### src/rtl/mux_round_robin_arbiter_if.sv
// Bus between the round-robin arbiter and its four requesters / the 4:1 mux.
//   req      : request vector, req[i] high = requester i wants the mux
//   grant    : one-hot grant, all zero when idle
//   address0 : mux select LSB (owner index bit 0)
//   address1 : mux select MSB (owner index bit 1)
//   active   : high while any grant is asserted
//   preempt  : one-cycle pulse when a grant switches because of a hold timeout
// master = arbiter side, slave = requester / mux side.
interface mux_round_robin_arbiter_if;
   logic [3:0] req;
   logic [3:0] grant;
   logic       address0;
   logic       address1;
   logic       active;
   logic       preempt;

   modport master (
      input  req,
      output grant, address0, address1, active, preempt
   );

   modport slave (
      output req,
      input  grant, address0, address1, active, preempt
   );
endinterface

### src/rtl/mux_round_robin_arbiter.sv
// Round-robin arbiter sharing one 4:1 single-bit mux between four requesters.
// An owner keeps the mux while its request stays high, up to MAX_HOLD
// consecutive cycles, after which it is preempted by the next waiting
// requester. Select lines are registered and change only with the grant.
//   clk   : system clock, rising edge
//   reset : asynchronous, active-high reset
//   bus   : arbiter bus (req in; grant, address0/1, active, preempt out)
module mux_round_robin_arbiter #(
   parameter int unsigned MAX_HOLD = 8
) (
   input  logic                            clk,
   input  logic                            reset,
   mux_round_robin_arbiter_if.master       bus
);

   typedef enum logic {IDLE, BUSY} state_t;

   localparam logic [7:0] HOLD_LAST = 8'(MAX_HOLD - 1);

   state_t     state;
   logic [1:0] owner;
   logic [1:0] last;
   logic [7:0] hold_cnt;
   logic [3:0] grant;
   logic       preempt;

   logic [2:0] idle_pick;
   logic [2:0] rel_pick;
   logic [2:0] to_pick;

   // Returns {found, index} of the first set bit of r, scanning from start
   // upward and wrapping 3 -> 0.
   function automatic logic [2:0] rr_pick(input logic [3:0] r, input logic [1:0] start);
      logic [2:0] res;
      logic [1:0] idx;
      res = '0;
      for (int unsigned i = 0; i < 4; i++) begin
         idx = start + 2'(i);
         if (!res[2] && r[idx]) res = {1'b1, idx};
      end
      return res;
   endfunction

   always_comb begin
      idle_pick = rr_pick(bus.req, last + 2'd1);
      rel_pick  = rr_pick(bus.req, owner + 2'd1);
      // On timeout the current owner is masked out so it cannot win again.
      to_pick   = rr_pick(bus.req & ~(4'b0001 << owner), owner + 2'd1);
   end

   always_ff @(posedge clk or posedge reset) begin
      if (reset) begin
         state    <= IDLE;
         owner    <= '0;
         last     <= 2'd3;
         hold_cnt <= '0;
         grant    <= '0;
         preempt  <= 1'b0;
      end else begin
         preempt <= 1'b0;
         case (state)
            IDLE: begin
               if (idle_pick[2]) begin
                  grant    <= 4'b0001 << idle_pick[1:0];
                  owner    <= idle_pick[1:0];
                  last     <= idle_pick[1:0];
                  hold_cnt <= '0;
                  state    <= BUSY;
               end
            end
            BUSY: begin
               if (!bus.req[owner]) begin
                  hold_cnt <= '0;
                  if (rel_pick[2]) begin
                     grant <= 4'b0001 << rel_pick[1:0];
                     owner <= rel_pick[1:0];
                     last  <= rel_pick[1:0];
                  end else begin
                     grant <= '0;
                     state <= IDLE;
                  end
               end else if (hold_cnt == HOLD_LAST) begin
                  hold_cnt <= '0;
                  if (to_pick[2]) begin
                     grant   <= 4'b0001 << to_pick[1:0];
                     owner   <= to_pick[1:0];
                     last    <= to_pick[1:0];
                     preempt <= 1'b1;
                  end
               end else begin
                  hold_cnt <= hold_cnt + 8'd1;
               end
            end
            default: begin
               state <= IDLE;
               grant <= '0;
            end
         endcase
      end
   end

   assign bus.grant    = grant;
   assign bus.address0 = owner[0];
   assign bus.address1 = owner[1];
   assign bus.active   = |grant;
   assign bus.preempt  = preempt;

endmodule

### src/flat_wrapper.sv
// flat-port wrapper written by rule: the top's interface ports become plain ports
module mux_round_robin_arbiter_flat 
#(
   parameter int unsigned MAX_HOLD = 8
)
  (clk, reset, bus_req, bus_grant, bus_address0, bus_address1, bus_active, bus_preempt);
  mux_round_robin_arbiter_if bus_i ();
  input  logic clk;
  input  logic reset;
  input wire logic [$bits(bus_i.req)-1:0] bus_req;
  output wire logic [$bits(bus_i.grant)-1:0] bus_grant;
  output wire logic [$bits(bus_i.address0)-1:0] bus_address0;
  output wire logic [$bits(bus_i.address1)-1:0] bus_address1;
  output wire logic [$bits(bus_i.active)-1:0] bus_active;
  output wire logic [$bits(bus_i.preempt)-1:0] bus_preempt;
  assign bus_i.req = bus_req;
  assign bus_grant = bus_i.grant;
  assign bus_address0 = bus_i.address0;
  assign bus_address1 = bus_i.address1;
  assign bus_active = bus_i.active;
  assign bus_preempt = bus_i.preempt;
  mux_round_robin_arbiter #(.MAX_HOLD(MAX_HOLD)) u_core (.clk(clk), .reset(reset), .bus(bus_i));
endmodule
### config.mk
export PLATFORM = sky130hd
export DESIGN_NAME = mux_round_robin_arbiter_flat
export DESIGN_NICKNAME = d
export VERILOG_FILES = /design/src/rtl/mux_round_robin_arbiter_if.sv /design/src/rtl/mux_round_robin_arbiter.sv /design/src/flat_wrapper.sv
export SDC_FILE = /design/constraint.sdc
export NUM_CORES = 1
export LEC_CHECK = 0
export BUFFER_PORTS_ARGS = -buffer_cell sky130_fd_sc_hd__buf_4
export CORE_MARGIN = 2
export CORE_UTILIZATION = 55
export CTS_BUF_LIST = sky130_fd_sc_hd__clkbuf_8
export DETAILED_ROUTE_END_ITERATION = 16
export HOLD_SLACK_MARGIN = 0.02
export PLACE_DENSITY = 0.78
export SLEW_MARGIN = 0
export SYNTH_ARGS = -nofsm -noshare
export SYNTH_HDL_FRONTEND = slang
export SYNTH_SLANG_ARGS = --single-unit
### constraint.sdc
create_clock -name clk -period 2.29 [get_ports clk]
set_input_delay 0.229 -clock clk [delete_from_list [all_inputs] [get_ports clk]]
set_output_delay 0.229 -clock clk [all_outputs]
set_load 0.005 [all_outputs]
[Yosys cells after proc, flatten, opt, wreduce, memory -nomap -nowiden]
Cells that the tools add are included.
Cells by class
  add/sub/neg operators: 9
  order comparisons: 9
  equal/unequal tests: 5
  shift-type cells: 4
  mux-type cells: 62
  bitwise operators: 3
  reductions and logical operators: 21
Operators with widths (count)
  $mux 3: 12
  $lt 2x3->1 const B: 9
  $bmux 1 s2: 13
  $mux 8: 3
  $mux 1: 20
  $mux 4: 5
  $pmux 8 s2: 1
  $shl 1x2->4 const A: 4
  $mux 2: 5
  $logic_and 1x1->1: 9
  $logic_not 1->1: 9
  $ne 3x3->1 const B: 3
  $add 2x1->2 const B: 4
  $add 2x2->2 const B: 4
  $add 8x1->8 const B: 1
  $eq 8x3->1 const B: 1
  $pmux 4 s2: 1
  $and 4x4->4: 1
  $not 4->4: 1
  $pmux 2 s2: 1
  $reduce_and 4->1: 1
  $reduce_or 4->1: 1
  $reduce_and 3->1: 1
  $ne 2x1->1 const B: 1
  other kinds (2): 2
Storage, ports and cells
  register bits after elaboration: 18
  input port bits: 6
  output and inout port bits: 8
  word-level logic and storage cells: 119

[Logic depth before layout (Yosys ltp)]
  word-level depth: 20
  depth in mapped cells: 9

[Worst setup path after synthesis]
No wires, ideal clock.
  kind: register -> register
  start: reg u_core.owner[0]
  end: reg u_core.grant[2] (netlist: u_core.bus.grant[2])
  arrival: 2.120 ns
  data required time: 2.165 ns
  setup slack: 0.045 ns
  cell stages (with the launch flop): 9
  buffers on the path: 2
  period minus slack after synthesis: 2.245 ns
  path through: dfrtp_1 buf_2 inv_1 ha_1 buf_2 a31o_1 a311oi_1 o311ai_1 mux2_4
Between the ends
  longest elaborated chain between the ends: 20
  elaborated cells on any way between the ends: 55
  those cells by class: add/sub: 4; eq/ne: 2; shift: 3; mux: 31; bitwise: 2; reduce/logical: 13
Ends and longest elaborated chain
  start: declaration: line mux_round_robin_arbiter.sv:21  | logic [1:0] owner;
  start signal: assignment: line mux_round_robin_arbiter.sv:65  | owner <= idle_pick[1:0];
  start signal: assignment: line mux_round_robin_arbiter.sv:76  | owner <= rel_pick[1:0];
  start signal: assignment: line mux_round_robin_arbiter.sv:86  | owner <= to_pick[1:0];
  branches (longest 20 deep; another with $add 2x1->2)
  end signal: assignment: line mux_round_robin_arbiter.sv:64  | grant <= 4'b0001 << idle_pick[1:0];
  end signal: assignment: line mux_round_robin_arbiter.sv:75  | grant <= 4'b0001 << rel_pick[1:0];
  end signal: assignment: line mux_round_robin_arbiter.sv:85  | grant <= 4'b0001 << to_pick[1:0];
  end: declaration: line mux_round_robin_arbiter.sv:24  | logic [3:0] grant;
Several ways; the timed one is not identified. The select of a mux whose other input is x is not followed.
A chain may end at the register's enable or synchronous reset.

[Final worst setup path]
  start: reg u_core.owner[0]
  end: reg u_core.grant[0] (netlist: u_core.bus.grant[0])
The elaborated chain is that of the path after synthesis.

==> report_table.html <==
<table>
<tr><th>Metric</th><th>Value</th></tr>
<tr><th colspan="2">Pwr</th></tr>
<tr><td>Total power</td><td>2.219 mW</td></tr>
<tr><td>Leakage Power</td><td>0.7236 nW</td></tr>
<tr><td>NetSw</td><td>0.9714 mW</td></tr>
<tr><td>Sw Share</td><td>43.78%</td></tr>
<tr><td>Cell-internal power</td><td>1.247 mW</td></tr>
<tr><td>Sequential share of power</td><td>23.9%</td></tr>
<tr><td>Combinational power share</td><td>64.1%</td></tr>
<tr><td>Power density over cell area</td><td>1312 mW/mm2</td></tr>
<tr><td>Maximum vdd drop</td><td>948.5 uV</td></tr>
<tr><td>Clock Power Share</td><td>12.0%</td></tr>
<tr><th colspan="2">Synth</th></tr>
<tr><td>Area of the mapped netlist</td><td>0.001500 mm2</td></tr>
<tr><td>Post-synthesis cell count</td><td>163</td></tr>
<tr><td>Count of distinct cell types in the synthesized netlist</td><td>62</td></tr>
<tr><td>Sequential area share after synthesis</td><td>30.19%</td></tr>
<tr><td>EDFF count, synth</td><td>0</td></tr>
<tr><td>Post-synthesis sequential element count</td><td>18</td></tr>
<tr><td>Syn nets</td><td>174</td></tr>
<tr><td>Count of warnings emitted by yosys</td><td>0</td></tr>
<tr><td>Primary flip-flop cell chosen by synthesis mapping</td><td>dfrtp_1</td></tr>
<tr><td>Per-instance average area after synthesis</td><td>9.204 um2</td></tr>
<tr><td>Proportion of register bits with asynchronous set or reset after synthesis</td><td>100.0%</td></tr>
<tr><th colspan="2">Route</th></tr>
<tr><td>Number of detailed-route iterations in the first pass</td><td>4</td></tr>
<tr><td>Wirelength per Cell</td><td>17.45 um</td></tr>
<tr><td>Via density</td><td>6.549</td></tr>
<tr><td>Total number of vias</td><td>1,336</td></tr>
<tr><td>Number of violations reported at the end of detailed-routing iteration 0</td><td>63</td></tr>
<tr><td>Antenna Violating Nets Remaining</td><td>0</td></tr>
<tr><td>Wire length after detailed routing</td><td>3559 um</td></tr>
<tr><td>Post-detailed-route DRC marker count</td><td>0</td></tr>
<tr><th colspan="2">STA</th></tr>
<tr><td>Count of final max-slew check failures</td><td>0</td></tr>
<tr><td>Tmin final</td><td>2.210 ns</td></tr>
<tr><td>Final count of negative-setup-slack endpoints</td><td>0</td></tr>
<tr><td>Actual slew at the worst max-slew pin</td><td>0.7023 ns</td></tr>
<tr><td>PnR worst setup slack</td><td>0.08036 ns</td></tr>
<tr><td>Maximum clock skew at final layout</td><td>0.001494 ns</td></tr>
<tr><td>Final critical-path share of the clock period</td><td>96.49%</td></tr>
<tr><td>Worst max-slew margin expressed relative to the limit</td><td>53.13%</td></tr>
<tr><td>Fin. Hold Viols</td><td>0</td></tr>
<tr><td>Fmax</td><td>0.4526 GHz</td></tr>
<tr><td>Fin Setup TNS</td><td>0 ns</td></tr>
<tr><th colspan="2">Layout</th></tr>
<tr><td>Diode count</td><td>0</td></tr>
<tr><td>Commonest non-fill, non-tap cells in the layout</td><td>16 x buf_4, 16 x dfrtp_1, 12 x o21ai_1, 12 x a21oi_1</td></tr>
<tr><td>Count of fill cells added during filler insertion</td><td>207</td></tr>
<tr><td>Nets@finish</td><td>186</td></tr>
<tr><td>Fraction of layout cells with a size suffix above 1</td><td>25.29%</td></tr>
<tr><td>Area added between synthesis and finish</td><td>12.76%</td></tr>
<tr><td>Final non-filler cell area</td><td>0.001692 mm2</td></tr>
<tr><th colspan="2">Outcome</th></tr>
<tr><td>Result of the run</td><td>finished clean</td></tr>
<tr><th colspan="2">Floorplan</th></tr>
<tr><td>Io pins</td><td>14</td></tr>
<tr><td>Overall die width</td><td>56.23 um</td></tr>
<tr><td>Effective utilization at floorplan</td><td>59.47%</td></tr>
<tr><td>Die Area</td><td>0.003161 mm2</td></tr>
<tr><td>Placeable core area</td><td>0.002522 mm2</td></tr>
<tr><td>Number of placement rows</td><td>18</td></tr>
<tr><td>Die outline height</td><td>56.23 um</td></tr>
<tr><th colspan="2">Setup path</th></tr>
<tr><td>Nature of the critical path endpoint</td><td>flip-flop</td></tr>
<tr><td>Slack of the worst reg-to-reg path</td><td>0.08 ns</td></tr>
<tr><td>RR Endpoint</td><td>u_core.bus.grant[0]$_DFFE_PP0P_</td></tr>
<tr><td>Required time at the worst-slack endpoint</td><td>2.44 ns</td></tr>
<tr><td>Startpoint type of the worst setup path</td><td>flip-flop</td></tr>
<tr><td>Worst reg2reg path startpoint</td><td>u_core.owner[0]$_DFFE_PP0P_</td></tr>
<tr><td>Critical path peak fanout</td><td>8</td></tr>
<tr><td>Reg2reg path depth</td><td>8</td></tr>
<tr><td>Arrival time of the worst setup path</td><td>2.36 ns</td></tr>
<tr><td>Path type of the worst setup path</td><td>reg -&gt; reg</td></tr>
<tr><th colspan="2">CTS</th></tr>
<tr><td>Clock Sink Count</td><td>18</td></tr>
<tr><td>Buffers inserted by post-CTS timing repair</td><td>0</td></tr>
<tr><td>Clock tree from TritonCTS</td><td>yes</td></tr>
<tr><td>CTS Buf Count</td><td>3</td></tr>
<tr><td>Clk Latency, worst-skew pair</td><td>0.26 ns</td></tr>
<tr><td>Worst-case clock buffer depth</td><td>2</td></tr>
<tr><td>Count of cells resized by post-cts repair</td><td>0</td></tr>
<tr><td>Level count of the clock H-tree</td><td>1</td></tr>
<tr><td>Clock edge transition at the registers on the reported setup and hold paths</td><td>0.07 ns</td></tr>
<tr><td>Hold Buf Count CTS</td><td>0</td></tr>
<tr><td>Master cell of the clock root buffer</td><td>clkbuf_8</td></tr>
<tr><th colspan="2">Placed design</th></tr>
<tr><td>Number of buffers inserted by port buffering</td><td>13</td></tr>
<tr><td>Placement-stage cell area</td><td>0.001613 mm2</td></tr>
<tr><td>Post-detail-place hpwl</td><td>2484 um</td></tr>
<tr><td>Pre-CTS setup slack</td><td>0.1081 ns</td></tr>
<tr><td>Weighted congestion at the end of routability-driven global placement</td><td>0.9425</td></tr>
<tr><th colspan="2">Global routing</th></tr>
<tr><td>Congestion Overflow GR</td><td>0</td></tr>
<tr><td>Via count of the first global-routing pass</td><td>1,218</td></tr>
<tr><td>First-pass GRT wire length</td><td>5961 um</td></tr>
<tr><td>Pin count of the biggest net entering global routing</td><td>19</td></tr>
<tr><td>Global-route usage over all layers</td><td>23.70%</td></tr>
<tr><td>Initial antenna violation count</td><td>0</td></tr>
<tr><th colspan="2">Min path</th></tr>
<tr><td>Worst Hold Class</td><td>in -&gt; async</td></tr>
<tr><th colspan="2">Job</th></tr>
<tr><td>Max-cap viol count</td><td>0</td></tr>
</table>
==> worst max-delay path, cell delays in order, from the launching register on <==
cell	delay, ns
dfrtp_1	0.38
inv_1	0.12
ha_2	0.34
buf_4	0.18
nor3_1	0.28
o31a_1	0.23
a211oi_1	0.06
a311o_1	0.32
a22o_1	0.18
==> layer usage <==
metal  vias to the layer above  track usage (%)  wire length [um]
met4                         0            5.782                27
li1                        643                -                 -
met2                        48            35.97              1624
met3                         4            5.581               229
met5                         -                0                 0
met1                       641            34.01              1678
==> sequential cells by signal (all words and copies together) (netlist names) <==
name and flops:
u_core.hold_cnt 8, u_core.bus.preempt 1, u_core.bus.grant 4, u_core.last 2
u_core.owner 2, u_core.state 1
==> cell usage after synthesis (5+ instances only) <==
cell type / number / area, um2
dfrtp_1: 16 / 400.4
buf_2: 9 / 45.04
and3_1: 6 / 37.54
inv_1: 5 / 18.77
nand2_1: 8 / 30.03
ha_1: 5 / 62.56
o21ai_1: 11 / 55.05
a21oi_1: 13 / 65.06
nor2_1: 7 / 26.28
nand2b_1: 8 / 50.05
nor2b_1: 5 / 31.28
==> metrics by stage <==
| step | cells | utilization (%) | hold slack [ns] |
|---|---|---|---|
| 2_1_floorplan | 163 | - | 0.1661 |
| 3_3_place_gp | 200 | 63.94 | 0.3638 |
| 3_5_place_dp | 200 | 63.94 | 0.3716 |
| 4_1_cts | 204 | 66.12 | 0.09345 |
| 5_1_grt | 204 | 67.06 | 0.1235 |
| 6_report | 204 | 67.06 | 0.07818 |
==> cell type report <==
type / count / area (um2) / area share, %
multi-input combinational: 131 / 1007 / 59.54
inverter: 5 / 18.77 / 1.109
sequential: 18 / 452.9 / 26.78
timing repair buffer: 16 / 120.1 / 7.101
tap: 30 / 37.54 / 2.219
clock buffer: 4 / 55.05 / 3.254
==> power groups by stage <==
stage               Clock, mW  Combinational, mW  Sequential, mW
floorplan                   0               1.01           0.505
global placement            0               1.30           0.528
detailed placement          0               1.32           0.533
CTS                     0.272               1.34           0.529
global route            0.286               1.55           0.546
finish                  0.267               1.42           0.530
==> cells by family (layout without fill, tap and decap cells) <==
logic type | Yosys count | after routing | share of synthesized area (%)
flip-flops | 18 | 18 | 30.19
buffers and inverters | 14 | 25 | 4.253
AO/OA/AOI/OAI | 62 | 62 | 29.44
adder cells (fa/ha/maj) | 5 | 5 | 4.170
multiplexers | 6 | 6 | 6.088
AND/OR/NAND/NOR | 56 | 56 | 24.69
XOR/XNOR | 2 | 2 | 1.168
==> worst max-delay path by stage <==
stage,start,end,cells after the start
floorplan,u_core.owner[0]$_DFFE_PP0P_,u_core.bus.grant[2]$_DFFE_PP0P_,8
global placement,u_core.owner[0]$_DFFE_PP0P_,u_core.bus.grant[2]$_DFFE_PP0P_,7
detailed placement,u_core.owner[0]$_DFFE_PP0P_,u_core.owner[0]$_DFFE_PP0P_,7
CTS,u_core.owner[0]$_DFFE_PP0P_,u_core.owner[0]$_DFFE_PP0P_,7
global route,u_core.owner[0]$_DFFE_PP0P_,u_core.bus.grant[0]$_DFFE_PP0P_,8
finish,u_core.owner[0]$_DFFE_PP0P_,u_core.bus.grant[0]$_DFFE_PP0P_,8
Note: power is estimated with default switching activity, not from simulation.
